**config.mk**
```make
export PLATFORM = sky130hd
export DESIGN_NAME = mem_arbiter
export DESIGN_NICKNAME = d
export VERILOG_FILES = /design/src/rtl/mem_arbiter.sv
export SDC_FILE = /design/constraint.sdc
export NUM_CORES = 1
export LEC_CHECK = 0
export CORE_AREA = 5 5 101 103
export DETAILED_ROUTE_END_ITERATION = 12
export DIE_AREA = 0 0 106 108
export GPL_ROUTABILITY_DRIVEN = 1
export GPL_TIMING_DRIVEN = 0
export PLACE_DENSITY_LB_ADDON = 0.2
export SETUP_SLACK_MARGIN = 0.02
export SLEW_MARGIN = 20
export SYNTH_ARGS = -nofsm -noshare
export SYNTH_HDL_FRONTEND = slang
export SYNTH_SLANG_ARGS = --single-unit
```
**constraint.sdc**
```tcl
create_clock -name CLK -period 1.8 [get_ports CLK]
set_input_delay 0.27 -clock CLK [delete_from_list [all_inputs] [get_ports CLK]]
set_output_delay 0.27 -clock CLK [all_outputs]
set_load 0.01 [all_outputs]
```
**src/rtl/mem_arbiter.sv**
```systemverilog
// mem_arbiter: shares one RAM port between icache and dcache.
// Dcache two-word blocks stay atomic; a counter bounds icache starvation.

package mem_arbiter_pkg;
  typedef enum logic [1:0] {
    FREE   = 2'd0,
    BUSY   = 2'd1,
    ACCESS = 2'd2,
    ERROR  = 2'd3
  } ramstate_t;
endpackage

module mem_arbiter
  import mem_arbiter_pkg::*;
#(
  parameter int STARVE_MAX = 4
) (
  input  logic        CLK,
  input  logic        nRST,
  input  logic        iREN,
  input  logic [31:0] iaddr,
  output logic        iwait,
  output logic [31:0] iload,
  input  logic        dREN,
  input  logic        dWEN,
  input  logic [31:0] daddr,
  input  logic [31:0] dstore,
  output logic        dwait,
  output logic [31:0] dload,
  output logic        ramREN,
  output logic        ramWEN,
  output logic [31:0] ramaddr,
  output logic [31:0] ramstore,
  input  logic [31:0] ramload,
  input  ramstate_t   ramstate
);

  localparam int CW = $clog2(STARVE_MAX + 1);

  localparam logic [1:0] IDLE = 2'd0;
  localparam logic [1:0] IGNT = 2'd1;
  localparam logic [1:0] DGNT = 2'd2;

  logic [1:0]    arb_state;
  logic [1:0]    arb_next;
  logic [CW-1:0] starve_cnt;
  logic [CW-1:0] cnt_next;
  logic          dreq;
  logic          starved;
  logic          acc;

  assign iload   = ramload;
  assign dload   = ramload;
  assign dreq    = dREN | dWEN;
  assign starved = starve_cnt == CW'(STARVE_MAX);
  assign acc     = ramstate == ACCESS;

  // Arbitration, RAM strobes and wait handshakes
  always_comb begin
    arb_next = arb_state;
    cnt_next = starve_cnt;
    ramREN   = 1'b0;
    ramWEN   = 1'b0;
    ramaddr  = '0;
    ramstore = '0;
    iwait    = 1'b1;
    dwait    = 1'b1;
    case (arb_state)
      IDLE: begin
        if (dreq && !(iREN && starved)) begin
          arb_next = DGNT;
          if (!iREN)
            cnt_next = '0;
          else if (!starved)
            cnt_next = starve_cnt + CW'(1);
        end else if (iREN) begin
          arb_next = IGNT;
          cnt_next = '0;
        end else begin
          cnt_next = '0;
        end
      end
      IGNT: begin
        ramREN  = iREN;
        ramaddr = iaddr;
        if (!iREN) begin
          arb_next = IDLE;
        end else if (acc) begin
          iwait    = 1'b0;
          arb_next = IDLE;
        end
      end
      DGNT: begin
        ramWEN   = dWEN;
        ramREN   = dREN & ~dWEN;
        ramaddr  = daddr;
        ramstore = dstore;
        if (!dreq) begin
          arb_next = IDLE;
        end else if (acc) begin
          dwait    = 1'b0;
          arb_next = daddr[2] ? IDLE : DGNT;
        end
      end
      default: arb_next = IDLE;
    endcase
  end

  // Grant state and starvation counter
  always_ff @(posedge CLK or negedge nRST) begin
    if (!nRST) begin
      arb_state  <= IDLE;
      starve_cnt <= '0;
    end else begin
      arb_state  <= arb_next;
      starve_cnt <= cnt_next;
    end
  end

endmodule

```
==> out/metrics.sh <==
RUN_STATUS='finished, violations left'
SYNTHESIS.INSTANCES=219
POSTSYNTHAREAPERCELL_UM2=7.124
POWER.SHARE.SWITCHING_PCT=36.89
COUNT_OF_YOSYS_WARNINGS_DURING_SYNTHESIS=0
SYNTH-SEQ-CELLS=5
PLACEMENT_ROWS=35
DIEAREA_UM2=11450
RSZ0062_AT_GRT='true'
MET2_TRACK_DEMAND_OVER_RESOURCE_PCT=30.65
POST_SYNTH_AND_OR_NAND_NOR_AREA_FRACTION_PCT=30.07
TIMING.MAX_CAP.VIOLATIONS=0
P_SEQ_SHARE_PCT=3.7
PLACEMENT.CELL_AREA_UM2=4041
GLOBAL_ROUTE_WIRE_LENGTH_BEFORE_REPAIR_MM=13.86
SETUP_WS_NS=-0.08809
POSTSYNTHNETCOUNT=359
GP_CONGESTION=0.7643
FLOORPLAN.DIE.HEIGHT_UM=108
POST-ROUTE-DRC-COUNT=0
BUFFER_PORTS.INSERTED=234
COREAREA_UM2=9109
COMB_POWER_SHARE_PCT=92.4
P_PER_AREA_nW_PER_UM2=1085
GRTUSAGEMET1_PCT=16.25
POWER.SWITCHING_mW=1.932
DETAILEDPLACEMENTHPWL_MM=8.098
CLOCK_PATH_BUFFERS=2
HOLD_VIOLATION_COUNT_IN_THE_FINAL_REPORT=0
SETUP.WORST_PATH.START_CLASS='register'
GRT_PASS1_VIAS=2477
MULTI_INPUT_COMB_AREA_UM2=1231
SYNTH_SEQ_AREA_SHARE_PCT=8.019
FILLCELLCOUNT=851
UTILIZATION_PCT=52.99
YOSYS.AREA_SHARE.ADDER_PCT=4.010
INTERNAL_POWER_mW=3.305
HTREEDEPTH=1
POSTLAYOUTCELLAREA_UM2=4827
SYNTH-EDFF-COUNT=0
CTS_HOLD_BUFFERS=0
LAYOUT.AREA.SEQ_UM2=125.1
TIMING.FINAL.MAX_SLEW_VIOLATIONS=0
ROUTED_VIA_DENSITY=4.126
ANTENNA_FOUND_INITIAL=0
INSERTED_CLOCK_BUFFERS=3
DOMINANTREGCELLSYNTH='sky130_fd_sc_hd__dfrtp_1'
DP_CELLS=564
AREA_GROWTH_SYN_TO_LAYOUT_PCT=209.4
CLOCK_TREE_FROM_TRITONCTS='yes'
ANTENNA-DIODE-COUNT=0
TOTAL_LEAKAGE_POWER_nW=2.140
WORSTMARGINPINSLEW_NS=0.3226
IR_DROP_mV=0.4855
TIMING.SETUP.TNS_NS=-0.6771
NETS=624
MIN-DELAY-PATH-CLASS='primary input to asynchronous set/reset pin'
ROUTEDWLPERCELL_UM=16.61
SYNTH-COMPOUND-AREA-SHARE_PCT=21.49
IO_PINS=267
WORST_SETUP_HOLD_PATH_CLK_SLEW_NS=0.04
SLEW_HEADROOM_PCT=78.45
GLOBALROUTETOTALUTIL_PCT=15.26
FAILED_CHECKS='setup timing'
SYNTH_XOR_XNOR_AREA_SHARE_PCT=0
SYNTHARSTFLOPSHARE_PCT=100.0
DETAIL-ROUTE-ANTENNA-NETS=0
WORST_SETUP_PATH_END_KIND='output pin'
GR-MAX-USAGE-LAYER='met2'
TIMING.SETUP.CRITICAL_PATH_CLASS='register to output pin'
VIAS=2451
SETUP_VIOLATIONS_FINAL=26
TIMING.FMAX_GHz=0.5296
LAYOUTNONFILLERINSTCOUNT=594
SYNTHESIS.AREA_UM2=1560
POST_ROUTE_CELLS_DRIVE_ABOVE_1_SHARE_PCT=52.38
WORSTPATHMAXFANOUT=7
SYNTH_TOP_FAMILY_BY_AREA='buffers and inverters'
DRT-TOTAL-WL_MM=9.865
HOLD-WORST-SLACK_NS=0.2718
INITIAL_CORE_UTIL_PCT=17.13
FLOORPLAN.DIE.WIDTH_UM=106
P_CLK_SHARE_PCT=4.0
WORSTSETUPSTARTPOINT='arb_state[0]'
GRT.OVERFLOW.TOTAL=0
CP.ARRIVAL_NS=1.62
REQUIRED_ARRIVAL_TIME_AT_THE_WORST_ENDPOINT_NS=1.53
FIRST_PASS_DETAILED_ROUTE_ITERATION_TOTAL=4
CLOCK_LATENCY_NS=0.22
SYNTH_CELL_TYPE_COUNT=24
GRT_START_MAX_NET_PINS=11
RR_STARTPOINT='arb_state[0]'
SYNTH_MUX_AREA_SHARE_PCT=0.7217
CTS_SINKS=5
DR_ITER_0_VIOLS=37
GRT_USE_MET3_PCT=4.119
PRE_CTS_WS_NS=-0.6153
P_TOTAL_mW=5.237
FINAL_PERIOD_MINUS_WORST_SETUP_SLACK_NS=1.888
ROOT_BUFFER='sky130_fd_sc_hd__clkbuf_8'
PERIOD_SHARE_PCT=104.9
TIMING.CLOCK.SKEW_NS=0.002955
-- cell families after synthesis --
logic type	Yosys count
buffers and inverters	83
and+or+nand+nor	78
AOI/OAI and AO/OA	47
adders and majority gates	5
DFF	5
muxes	1
-- final timing paths --
| check | to | slack, ns | cells past startpoint |
|---|---|---|---|
| setup / recovery | ramaddr[23] | -0.09 | 8 |
| hold / removal | starve_cnt[2] | 0.27 | 1 |
| setup reg to reg | arb_state[1] | 0.09 | 8 |
| hold reg to reg | starve_cnt[2] | 0.52 | 1 |
| max in group asynchronous | starve_cnt[1] | 1.34 | 1 |
| min in group CLK | starve_cnt[2] | 0.52 | 1 |
-- state kept, by name, indices dropped and copies added (netlist names) --
register / count
starve_cnt: 3
arb_state: 2
-- final cells by class --
| class | count | area share, % |
|---|---|---|
| Clock buffer | 4 | 0.9331 |
| Buffer | 77 | 13.50 |
| Sequential cell | 5 | 2.592 |
| Tap cell | 111 | 2.877 |
| Inverter | 5 | 0.3888 |
| Timing Repair Buffer | 261 | 54.20 |
| Multi-Input combinational cell | 131 | 25.51 |
-- power groups by stage --
stage	combinational, mW	sequential, mW	clock, mW
after floorplan	1.53	0.180	0
after global placement	3.20	0.187	0
after detailed placement	3.22	0.188	0
after CTS	4.01	0.193	0.216
after global routing	5.16	0.199	0.226
final	4.84	0.193	0.207
-- synth_stat cells (2+ instances only) --
master                     number  area, µm²
sky130_fd_sc_hd__nor2b_1       33      206.5
sky130_fd_sc_hd__buf_2          4      20.02
sky130_fd_sc_hd__nor2_1         3      11.26
sky130_fd_sc_hd__a31oi_1        2      12.51
sky130_fd_sc_hd__and2_1        34      212.7
sky130_fd_sc_hd__buf_4         64      480.5
sky130_fd_sc_hd__a22oi_1       32      240.2
sky130_fd_sc_hd__nand2b_1       2      12.51
sky130_fd_sc_hd__dfrtp_1        5      125.1
sky130_fd_sc_hd__nand2_1        4      15.01
sky130_fd_sc_hd__inv_1          5      18.77
sky130_fd_sc_hd__ha_1           5      62.56
sky130_fd_sc_hd__clkbuf_1      10      37.54
sky130_fd_sc_hd__o21ai_1        2      10.01
sky130_fd_sc_hd__a21oi_1        2      10.01
sky130_fd_sc_hd__o21ai_0        4      20.02
-- cell usage in the layout (no fill, tap or decap), types with 3 or more instances in the layout --
| master | count |
|---|---|
| sky130_fd_sc_hd__nor2_1 | 3 |
| sky130_fd_sc_hd__o21ai_0 | 3 |
| sky130_fd_sc_hd__and2_4 | 31 |
| sky130_fd_sc_hd__nand2_1 | 3 |
| sky130_fd_sc_hd__buf_6 | 59 |
| sky130_fd_sc_hd__a22oi_2 | 25 |
| sky130_fd_sc_hd__clkbuf_8 | 4 |
| sky130_fd_sc_hd__buf_8 | 11 |
| sky130_fd_sc_hd__a22oi_1 | 7 |
| sky130_fd_sc_hd__nor2b_4 | 12 |
| sky130_fd_sc_hd__nor2b_1 | 20 |
| sky130_fd_sc_hd__dfrtp_1 | 5 |
| sky130_fd_sc_hd__clkdlybuf4s50_1 | 166 |
| sky130_fd_sc_hd__inv_1 | 3 |
| sky130_fd_sc_hd__buf_2 | 21 |
| sky130_fd_sc_hd__buf_4 | 71 |
| sky130_fd_sc_hd__and2_1 | 3 |
| sky130_fd_sc_hd__ha_4 | 3 |
-- per-layer routing --
layer,wire (µm),vias up
met5,0,-
met4,65,0
met3,737,6
met2,5653,121
met1,3408,1124
li1,-,1200
-- critical path, cell delays in order, from the launching register on --
cell and delay [ns]:
sky130_fd_sc_hd__dfrtp_1 0.40, sky130_fd_sc_hd__buf_6 0.13, sky130_fd_sc_hd__ha_4 0.15, sky130_fd_sc_hd__buf_6 0.13, sky130_fd_sc_hd__buf_8 0.14, sky130_fd_sc_hd__buf_6 0.12, sky130_fd_sc_hd__a22oi_2 0.16, sky130_fd_sc_hd__nor2b_4 0.06
sky130_fd_sc_hd__buf_6 0.12
-- repair_timing --
item                       4_1_cts  5_1_grt
pin swaps                        2       15
setup buffers                   16        6
gates resized for setup        359      119
setup endpoints to repair       68       65
gates cloned                     8        2
Note: power is estimated with default switching activity, not from simulation.
